`config.mk`:
```
export PLATFORM = sky130hd
export DESIGN_NAME = openhw_pack_output
export DESIGN_NICKNAME = d
export VERILOG_FILES = /design/src/rtl/openhw_pack_output_pkg.sv /design/src/rtl/openhw_packfmt.sv /design/src/rtl/openhw_pack_output.sv
export SDC_FILE = /design/constraint.sdc
export NUM_CORES = 1
export LEC_CHECK = 0
export ABC_CLOCK_PERIOD_IN_PS = 15830
export CORE_MARGIN = 2
export CORE_UTILIZATION = 54
export DETAILED_ROUTE_END_ITERATION = 8
export PLACE_DENSITY = 0.85
export SLEW_MARGIN = 20
export SYNTH_ARGS = -nofsm -noshare
export SYNTH_HDL_FRONTEND = slang
export SYNTH_SLANG_ARGS = --single-unit
export TNS_END_PERCENT = 10
```
`constraint.sdc`:
```
create_clock -name clk -period 15.83 [get_ports clk]
set_clock_uncertainty 0.1 [all_clocks]
set_input_delay 4.749 -clock clk [delete_from_list [all_inputs] [get_ports clk]]
set_output_delay 4.749 -clock clk [all_outputs]
set_load 0.01 [all_outputs]
```
`src/rtl/openhw_pack_output_pkg.sv`:
```
// Shared FPU format constants and configuration record for the result packer.
// Holds per-format field widths and biases plus format-support helpers.
package openhw_pack_output_pkg;

  typedef struct packed {
    int   FLEN;
    int   NE;
    int   NF;
    int   FMTBITS;
    logic F_SUPPORTED;
    logic D_SUPPORTED;
    logic Q_SUPPORTED;
    logic ZFH_SUPPORTED;
  } cvw_t;

  // RV64 with F and D: the configuration the packer is normally built for.
  localparam cvw_t CVW_RV64 = '{
    FLEN: 64, NE: 11, NF: 52, FMTBITS: 2,
    F_SUPPORTED: 1'b1, D_SUPPORTED: 1'b1, Q_SUPPORTED: 1'b0, ZFH_SUPPORTED: 1'b0
  };

  localparam int NE_H = 5;
  localparam int NF_H = 10;
  localparam int BIAS_H = 15;
  localparam int NE_S = 8;
  localparam int NF_S = 23;
  localparam int BIAS_S = 127;
  localparam int NE_D = 11;
  localparam int NF_D = 52;
  localparam int BIAS_D = 1023;
  localparam int NE_Q = 15;
  localparam int NF_Q = 112;
  localparam int BIAS_Q = 16383;

  // Widest IEEE word any configuration can produce.
  localparam int MAX_W = 1 + NE_Q + NF_Q;

  typedef enum logic [1:0] {
    FMT_S = 2'b00,
    FMT_D = 2'b01,
    FMT_H = 2'b10,
    FMT_Q = 2'b11
  } fmt_e;

  function automatic logic fmt_supported(cvw_t p, fmt_e f);
    case (f)
      FMT_H:   return p.ZFH_SUPPORTED;
      FMT_S:   return p.F_SUPPORTED;
      FMT_D:   return p.D_SUPPORTED;
      default: return p.Q_SUPPORTED;
    endcase
  endfunction

  function automatic fmt_e largest_fmt(cvw_t p);
    if (p.Q_SUPPORTED) return FMT_Q;
    if (p.D_SUPPORTED) return FMT_D;
    if (p.F_SUPPORTED) return FMT_S;
    return FMT_H;
  endfunction

  function automatic logic [NE_Q-1:0] fmt_bias(fmt_e f);
    case (f)
      FMT_H:   return NE_Q'(BIAS_H);
      FMT_S:   return NE_Q'(BIAS_S);
      FMT_D:   return NE_Q'(BIAS_D);
      default: return NE_Q'(BIAS_Q);
    endcase
  endfunction

endpackage

```
`src/rtl/openhw_packfmt.sv`:
```
// Combinational re-encoder: internal (sign, wide exponent, MSB-aligned fraction,
// class flags) to a NaN-boxed IEEE-754 word of the selected format.
module openhw_packfmt
  import openhw_pack_output_pkg::*;
#(
  parameter cvw_t P = CVW_RV64
) (
  input  logic                 Sgn,
  input  logic [P.NE-1:0]      Exp,
  input  logic [P.NF-1:0]      Frac,
  input  logic [P.FMTBITS-1:0] Fmt,
  input  logic                 NaN,
  input  logic                 Inf,
  input  logic                 Zero,
  input  logic                 Subnorm,
  output logic [P.FLEN-1:0]    Result
);

  localparam logic [NE_Q-1:0] BIASL = NE_Q'((1 << (P.NE - 1)) - 1);

  fmt_e            fmt_req;
  fmt_e            fmt_eff;
  logic [NF_Q-1:0] frac_q;
  logic            s_field;
  logic [NE_Q-1:0] e_field;
  logic [NF_Q-1:0] f_field;
  logic [MAX_W-1:0] body;

  // Narrow configurations encode only S/D in one bit; zero-extension maps them directly.
  always_comb begin
    fmt_req = fmt_e'(2'(Fmt));
    fmt_eff = fmt_supported(P, fmt_req) ? fmt_req : largest_fmt(P);
  end

  // Left-justify the fraction in a quad-width field so each format takes its top nf bits.
  always_comb frac_q = NF_Q'({Frac, {NF_Q{1'b0}}} >> P.NF);

  // NOTE: every output of this block gets a default before the priority chain, so no path leaves one unassigned and no latch is inferred.
  always_comb begin
    s_field = Sgn;
    e_field = NE_Q'(Exp) - BIASL + fmt_bias(fmt_eff);
    f_field = frac_q;
    if (NaN) begin
      s_field = 1'b0;
      e_field = '1;
      f_field = {1'b1, {(NF_Q-1){1'b0}}};
    end else if (Inf) begin
      e_field = '1;
      f_field = '0;
    end else if (Zero) begin
      e_field = '0;
      f_field = '0;
    end else if (Subnorm) begin
      e_field = '0;
    end
  end

  // Bits above the packed format stay all ones, which is the NaN box.
  always_comb begin
    body = '1;
    unique case (fmt_eff)
      FMT_H: body[NE_H+NF_H:0] = {s_field, e_field[NE_H-1:0], f_field[NF_Q-1 -: NF_H]};
      FMT_S: body[NE_S+NF_S:0] = {s_field, e_field[NE_S-1:0], f_field[NF_Q-1 -: NF_S]};
      FMT_D: body[NE_D+NF_D:0] = {s_field, e_field[NE_D-1:0], f_field[NF_Q-1 -: NF_D]};
      FMT_Q: body[NE_Q+NF_Q:0] = {s_field, e_field, f_field};
    endcase
  end

  assign Result = P.FLEN'(body);

endmodule

```
`src/rtl/openhw_pack_output.sv`:
```
// FPU result packer with a 2-entry output buffer between the rounder and writeback.
// InReady comes only from registered occupancy, so writeback stalls never reach the rounder combinationally.
module openhw_pack_output
  import openhw_pack_output_pkg::*;
#(
  parameter cvw_t P     = CVW_RV64,
  parameter int   DEPTH = 2
) (
  input  logic                 clk,
  input  logic                 reset,
  input  logic                 Flush,
  input  logic                 InValid,
  output logic                 InReady,
  input  logic                 Sgn,
  input  logic [P.NE-1:0]      Exp,
  input  logic [P.NF-1:0]      Frac,
  input  logic [P.FMTBITS-1:0] Fmt,
  input  logic                 NaN,
  input  logic                 Inf,
  input  logic                 Zero,
  input  logic                 Subnorm,
  output logic                 OutValid,
  input  logic                 OutReady,
  output logic [P.FLEN-1:0]    OutResult
);

  typedef logic [P.FLEN-1:0] entry_t;

  entry_t     packed_word;
  entry_t     slots [DEPTH];
  logic [1:0] count;
  logic       wr_ptr;
  logic       rd_ptr;
  logic       push;
  logic       pop;

  openhw_packfmt #(.P(P)) u_packfmt (
    .Sgn     (Sgn),
    .Exp     (Exp),
    .Frac    (Frac),
    .Fmt     (Fmt),
    .NaN     (NaN),
    .Inf     (Inf),
    .Zero    (Zero),
    .Subnorm (Subnorm),
    .Result  (packed_word)
  );

  assign InReady  = (count < 2'(DEPTH));
  assign OutValid = (count != 2'd0);
  assign push     = InValid & InReady & ~Flush;
  assign pop      = OutValid & OutReady;

  // NOTE: state registers use non-blocking assignments so every flop samples pre-edge values regardless of statement order.
  always_ff @(posedge clk) begin
    if (reset || Flush) begin
      count  <= 2'd0;
      wr_ptr <= 1'b0;
      rd_ptr <= 1'b0;
    end else begin
      if (push) wr_ptr <= ~wr_ptr;
      if (pop)  rd_ptr <= ~rd_ptr;
      case ({push, pop})
        2'b10:   count <= count + 2'd1;
        2'b01:   count <= count - 2'd1;
        default: count <= count;
      endcase
    end
  end

  // NOTE: the storage array is not reset; the head is masked while empty so stale words never reach the output.
  always_ff @(posedge clk) begin
    if (push) slots[wr_ptr] <= packed_word;
  end

  assign OutResult = OutValid ? slots[rd_ptr] : '0;

endmodule

```
* Word level (Yosys, flattened, before mapping)
Memory sizes are Yosys's and may differ from the RTL's. A register that Yosys moved wholly into a read port is not among the register bits.
Cells that the tools add are included.
** Operators by class
- $add $sub $neg :: 4
- Magnitude comparators :: 1
- Equality and inequality tests :: 6
- Muxes and demuxes :: 20
- Bitwise operators :: 6
- Reductions and logical operators :: 6
** Operator list (number)
- two-way mux 112 bit :: 3
- two-way mux 64 bit :: 1
- one-hot mux 16 bit (4 select lines) :: 1
- one-hot mux 32 bit (2 select lines) :: 1
- one-hot mux 16 bit (3 select lines) :: 1
- two-way mux 11 bit :: 4
- one-hot mux 11 bit (3 select lines) :: 1
- adder 11 bit :: 1
- subtractor 11 x 10 -> 11 bit (second input constant) :: 1
- == test 2 x 1 -> 1 bit (second input constant) :: 3
- == test 2 bit (second input constant) :: 3
- two-way mux 1 bit :: 6
- logical NOT 2 bit :: 2
- one-hot mux 2 bit (2 select lines) :: 1
- nonzero test 2 bit :: 2
- bitwise AND 1 bit :: 3
- inverter 1 bit :: 3
- adder 2 x 1 -> 2 bit (second input constant) :: 1
- < comparator 2 bit (second input constant) :: 1
- two-way mux 2 bit :: 1
- OR reduction 2 bit :: 1
- subtractor 2 x 1 -> 2 bit (second input constant) :: 1
- logical OR 1 bit :: 1
** Word-level totals
- Bits in registers :: 4
- Memory bits (writable) :: 128
- Input bits :: 75
- Output and inout bits :: 66
- Logic and storage cells :: 47
- Memories kept :: 1
** Memory list
- slots :: depth 2, width 64, read ports 1, clocked after memory_dff 1, write ports 1, RTL line openhw_pack_output.sv:30 : entry_t slots [DEPTH];

* Depth between registers and ports, before layout
- Depth after elaboration :: 12
- Depth in mapped cells :: 10
- Gate-level depth less buffers :: 8

* Modules after synthesis
Synthesis repeated with hierarchy kept, for this count alone.
** Second synthesis, totals
- Cell total of the unflattened synthesis :: 495
- Area, all modules :: 6145.9 µm²
** By module, submodules not included
- openhw_pack_output :: times used 1, cells an instance 297, area each 5033.6 µm², seq. area each 3943.8 µm²
- openhw_packfmt :: times used 1, cells an instance 198, area each 1112.3 µm², seq. area each 0.0 µm²

* Worst setup path after synthesis
OpenSTA, ideal clock, no wires.
- Kind :: input to register
- Start :: input port Flush
- End :: memory slots[0][0] (netlist name), enable pin
- Library setup time :: 0.487 ns
- Arrival time :: 7.723 ns
- Data required time :: 15.243 ns
- Slack :: 7.521 ns
- Stages on the path :: 4
- Path buffers :: 0
- Path through :: inv_1 -> and3_1 -> inv_1 -> nor2_1
** On the way
- Cells in the longest elaborated chain, start to end :: 4
** Ends and longest elaborated chain
- from (decl) :: RTL line openhw_pack_output.sv:11 : input logic Flush,
- inverter 1 bit :: RTL line openhw_pack_output.sv:51 : assign push = InValid & InReady & ~Flush;
- bitwise AND 1 bit :: RTL line openhw_pack_output.sv:51
- two-way mux 1 bit :: RTL line openhw_pack_output.sv:73 : if (push) slots[wr_ptr] <= packed_word;
- two-way mux 1 bit (implied by the code) :: RTL line openhw_pack_output.sv:73
- to (decl) :: RTL line openhw_pack_output.sv:30
No other way between the ends.

* Worst setup path after layout
- Start :: input port Fmt[1]
- End :: memory slots[0][62] (netlist name) (data pin)
** On the way
- Cells in the longest elaborated chain, start to end :: 12
- Elaborated cells on any way between the ends :: 16
- Those cells by class :: add/sub: 1; eq/ne: 4; mux: 8; reduce/logical: 3
** Ends and longest elaborated chain
- from (decl) :: RTL line openhw_pack_output.sv:17 : input logic [P.FMTBITS-1:0] Fmt,
- == test 2 x 1 -> 1 bit / logical NOT 2 bit (equally long branches) :: RTL line openhw_pack_output_pkg.sv:46 : case (f)
- OR reduction 2 bit (no line)
- two-way mux 1 bit :: RTL line openhw_pack_output_pkg.sv:46
- two-way mux 2 bit * :: RTL line openhw_packfmt.sv:32 : fmt_eff = fmt_supported(P, fmt_req) ? fmt_req : largest_fmt(P);
- == test 2 x 1 -> 1 bit (tied with other cells) :: RTL line openhw_pack_output_pkg.sv:62, openhw_packfmt.sv:61
- one-hot mux 11 bit (3 select lines) :: RTL line openhw_pack_output_pkg.sv:62 : case (f)
- adder 11 bit :: RTL line openhw_packfmt.sv:41 : e_field = NE_Q'(Exp) - BIASL + fmt_bias(fmt_eff);
- two-way mux 11 bit :: RTL line openhw_packfmt.sv:53 : end else if (Subnorm) begin
- two-way mux 11 bit :: RTL line openhw_packfmt.sv:50 : end else if (Zero) begin
- two-way mux 11 bit :: RTL line openhw_packfmt.sv:47 : end else if (Inf) begin
- two-way mux 11 bit :: RTL line openhw_packfmt.sv:43 : if (NaN) begin
- one-hot mux 32 bit (2 select lines) * :: RTL line openhw_packfmt.sv:61 : unique case (fmt_eff)
- net packed_word[62] :: RTL line openhw_pack_output.sv:29 : entry_t packed_word;
Mark *: on every way through the listed nets, which the timed path passes. The rest lies on a longest branch.

==> flow_summary_export.csv <==
group,metric,value,unit
run_status,status,"complete, no violations",
routing,detail-route-antenna-nets,0,
clock_network,ctsHoldBuffers,0,
pwr,total_power,0.000879,W
setup_path,crit_top_cell,"ha_1",
layout,fin_nets,715,
clock_network,cts.clk_slew.worst_paths,0.06,ns
placed_design,hpwl,8.92,mm
die,fp-row-count,39,
global_route,antenna_found_initial,0,
setup_path,worst_setup_path_end_kind,"flip-flop",
clock_network,cts_tree,"yes",
job,maxCapViolCount,0,
routing,num_vias,4361,
pwr,ir_drop,0.0000632,V
timing,max_freq,127,MHz
clock_network,htreeDepth,4,
yosys,synth-seq-cells,133,
setup_path,ff2ff_path_depth,5,
layout,antenna-diode-count,0,
global_route,overflow,0,
timing,final.period_utilization,49.7,%
setup_path,cp_max_fo,49,
setup_path,path_class,"in2reg",
yosys,avgSynthCellArea,12.5,um2
global_route,grt_first_pass_wirelength,22.2,mm
setup_path,rrSetupSlack,13.79,ns
min_path,hold_depth,2,
min_path,hold_path_class,"reg2reg",
setup_path,r2r_start,"count[1]",
timing,rsz0062_at_grt,"false",
setup_path,cp_num_buf_inv,3,
global_route,grt.total_usage,22.9,%
clock_network,cts-root-buf,"clkbuf_16",
yosys,synth_top_cell_area_share,61.9,%
timing,setup_viol,0,
setup_path,critPathMaxStageDelay,0.69,ns
setup_path,crit_required,15.84,ns
yosys,netlist_area,6210,um2
yosys,yosys.area.top_type,"edfxtp_1",
layout,drive_above_1_share,10.3,%
die,die_area,12400,um2
yosys,ys_types,38,
yosys,synthesis.nets,581,
pwr,p_per_area,107,nW/um2
setup_path,startpoint,"Fmt[1]",
routing,vias_per_cell,5.55,
routing,drcViolationCount,0,
timing,timing.final.ws_setup,7.97,ns
setup_path,cp.arrival,7.87,ns
clock_network,post_cts_buffers,0,
clock_network,numCtsBuffers,17,
setup_path,cp_cell_sequence,"clkdlybuf4s50_1, nor2_4, buf_4, inv_2, ha_1, ha_1, and2_1, a221oi_1, a21oi_1, nand3b_1",
timing,relSlewSlack,40.1,%
die,dieHeight,111,um
global_route,grt_max_degree,65,
setup_path,crit_family,"buffers and inverters",
yosys,synthTopCellsByArea,"edfxtp_1 62%, mux2i_1 10%, nand2_1 6.2%",
setup_path,worst-path-stages,10,
clock_network,clk_path_buf_depth,2,
setup_path,cp-start-kind,"primary input",
routing,drt-total-wl,14.2,mm
setup_path,r2r_end,"slots[0][49]",
routing,detail_route.wl_per_cell,18.1,um
timing,drv_slew,0,
routing,drt-pass1-iter-count,5,
clock_network,cts.repair.resized,0,
timing,fin_tns_setup,0,ns
setup_path,endpoint,"slots[0][62]",
placed_design,io_buffers,140,
clock_network,clkLatencyLatePin,0.40,ns
timing,timing.final.hold_violations,0,
placed_design,place_ws,7.57,ns
yosys,yosys_warnings,0,
yosys,syn_inst,496,
routing,drt-initial-drc-count,292,
timing,whs,0.467,ns
yosys,ys_seq_area_share,63.5,%
layout,syn_to_final_growth,32.7,%
pwr,power.leakage,2.78,nW
timing,worst_pin_slew,0.898,ns
global_route,grt_pass1_vias,4539,
clock_network,cts.sinks,133,
die,pin_count,141,
setup_path,worst_path_max_delay_cell,"inv_2",
placed_design,gp_congestion,0.945,
die,die_w,111,um
die,core,11300,um2
timing,min_period,7.86,ns
die,start_util,54.8,%
[synthesized netlist by cell type]
cell / instances
a211o_1: 1
a21o_1: 2
a21oi_1: 21
a21oi_2: 20
a221oi_1: 1
a22o_1: 1
and2_1: 3
and3_1: 1
buf_2: 11
buf_4: 7
buf_6: 6
clkbuf_1: 3
clkbuf_8: 3
conb_1: 1
dfxtp_1: 5
dlymetal6s2s_1: 1
edfxtp_1: 128
fa_1: 1
ha_1: 9
inv_1: 6
inv_2: 1
mux2i_1: 64
nand2_1: 102
nand2b_1: 1
nand3_1: 2
nand3_2: 1
nand3b_1: 2
nor2_1: 68
nor2_2: 1
nor2_4: 1
nor3_1: 7
nor3_2: 1
nor3_4: 1
o21ai_2: 1
o31ai_1: 2
or3_4: 1
xnor2_1: 4
xor2_1: 5
[tightest hold or removal path: stages, from the launching register on]
cell and delay [ns]:
dfxtp_1 0.32, xnor2_1 0.15, nor3_1 0.05
[layer usage]
| metal | share of wire [%] | GRT usage (%) | vias up |
|---|---|---|---|
| met3 | 7.3 | 6.01 | 10 |
| met4 | 0.77 | 5.76 | 0 |
| met2 | 52 | 40.2 | 213 |
| met5 | 0 | 0 | - |
| li1 | - | - | 2023 |
| met1 | 40 | 28.3 | 2115 |
[cell type report]
type                            instances  area (um2)
Inverter                                7        26.3
Clock inverter                         12         154
Multi-Input combinational cell        325        2020
Sequential cell                       133        3950
Tap cell                              143         179
Timing Repair Buffer                  146        1470
Fill cell                             762        3090
Clock buffer                           20         437
[worst min path at each step]
| stage | slack, ns | start | end |
|---|---|---|---|
| final | 0.47 | rd_ptr | rd_ptr |
| after global routing | 0.50 | rd_ptr | rd_ptr |
| after CTS | 0.46 | rd_ptr | rd_ptr |
| after detailed placement | 0.45 | rd_ptr | flip-flop |
| after global placement | 0.43 | rd_ptr | flip-flop |
| after floorplan | 0.42 | rd_ptr | flip-flop |
[layout by cell type (no fill, tap or decap), drive strengths merged, types with 4 or more instances in the layout]
| cell | n |
|---|---|
| nor2 | 70 |
| clkbuf | 20 |
| a21oi | 41 |
| nor3 | 9 |
| clkinv | 6 |
| dfxtp | 5 |
| inv | 9 |
| ha | 9 |
| xor2 | 5 |
| xnor2 | 4 |
| edfxtp | 128 |
| buf | 6 |
| clkdlybuf4s50 | 140 |
| mux2i | 64 |
| nand2 | 102 |
[where the power goes]
part / internal [W] / switching, W / total [W]
combinational: 0.0000430 / 0.0000476 / 0.0000906
clock: 0.000248 / 0.000139 / 0.000387
sequential: 0.000398 / 0.00000335 / 0.000402
total: 0.000689 / 0.000190 / 0.000879
[stage by stage]
stage | cell area, um2 | std cells | util (%)
2_1_floorplan | 6210 | 496 | -
3_3_place_gp | 7600 | 752 | 67.1
3_5_place_dp | 7600 | 752 | 67.1
4_1_cts | 8190 | 784 | 72.4
5_1_grt | 8230 | 786 | 72.7
6_report | 8230 | 786 | 72.7
[sequential cells by signal, indices dropped and copies added, names as in the netlist, named ones only]
register and count:
slots 128, count 2, rd_ptr 1, wr_ptr 1
[kinds of logic after synthesis]
family                   after synthesis  synth area share [%]
AO/OA/AOI/OAI                         49                  5.56
XOR/XNOR                               9                  1.27
adder cells (fa/ha/maj)               10                  2.14
buffers and inverters                 38                  4.29
flip-flops                           133                  63.5
multiplexers                          64                  10.3
other                                  1                0.0604
AND/OR/NAND/NOR                      192                  12.8
Power figures use the tool's default switching activity.
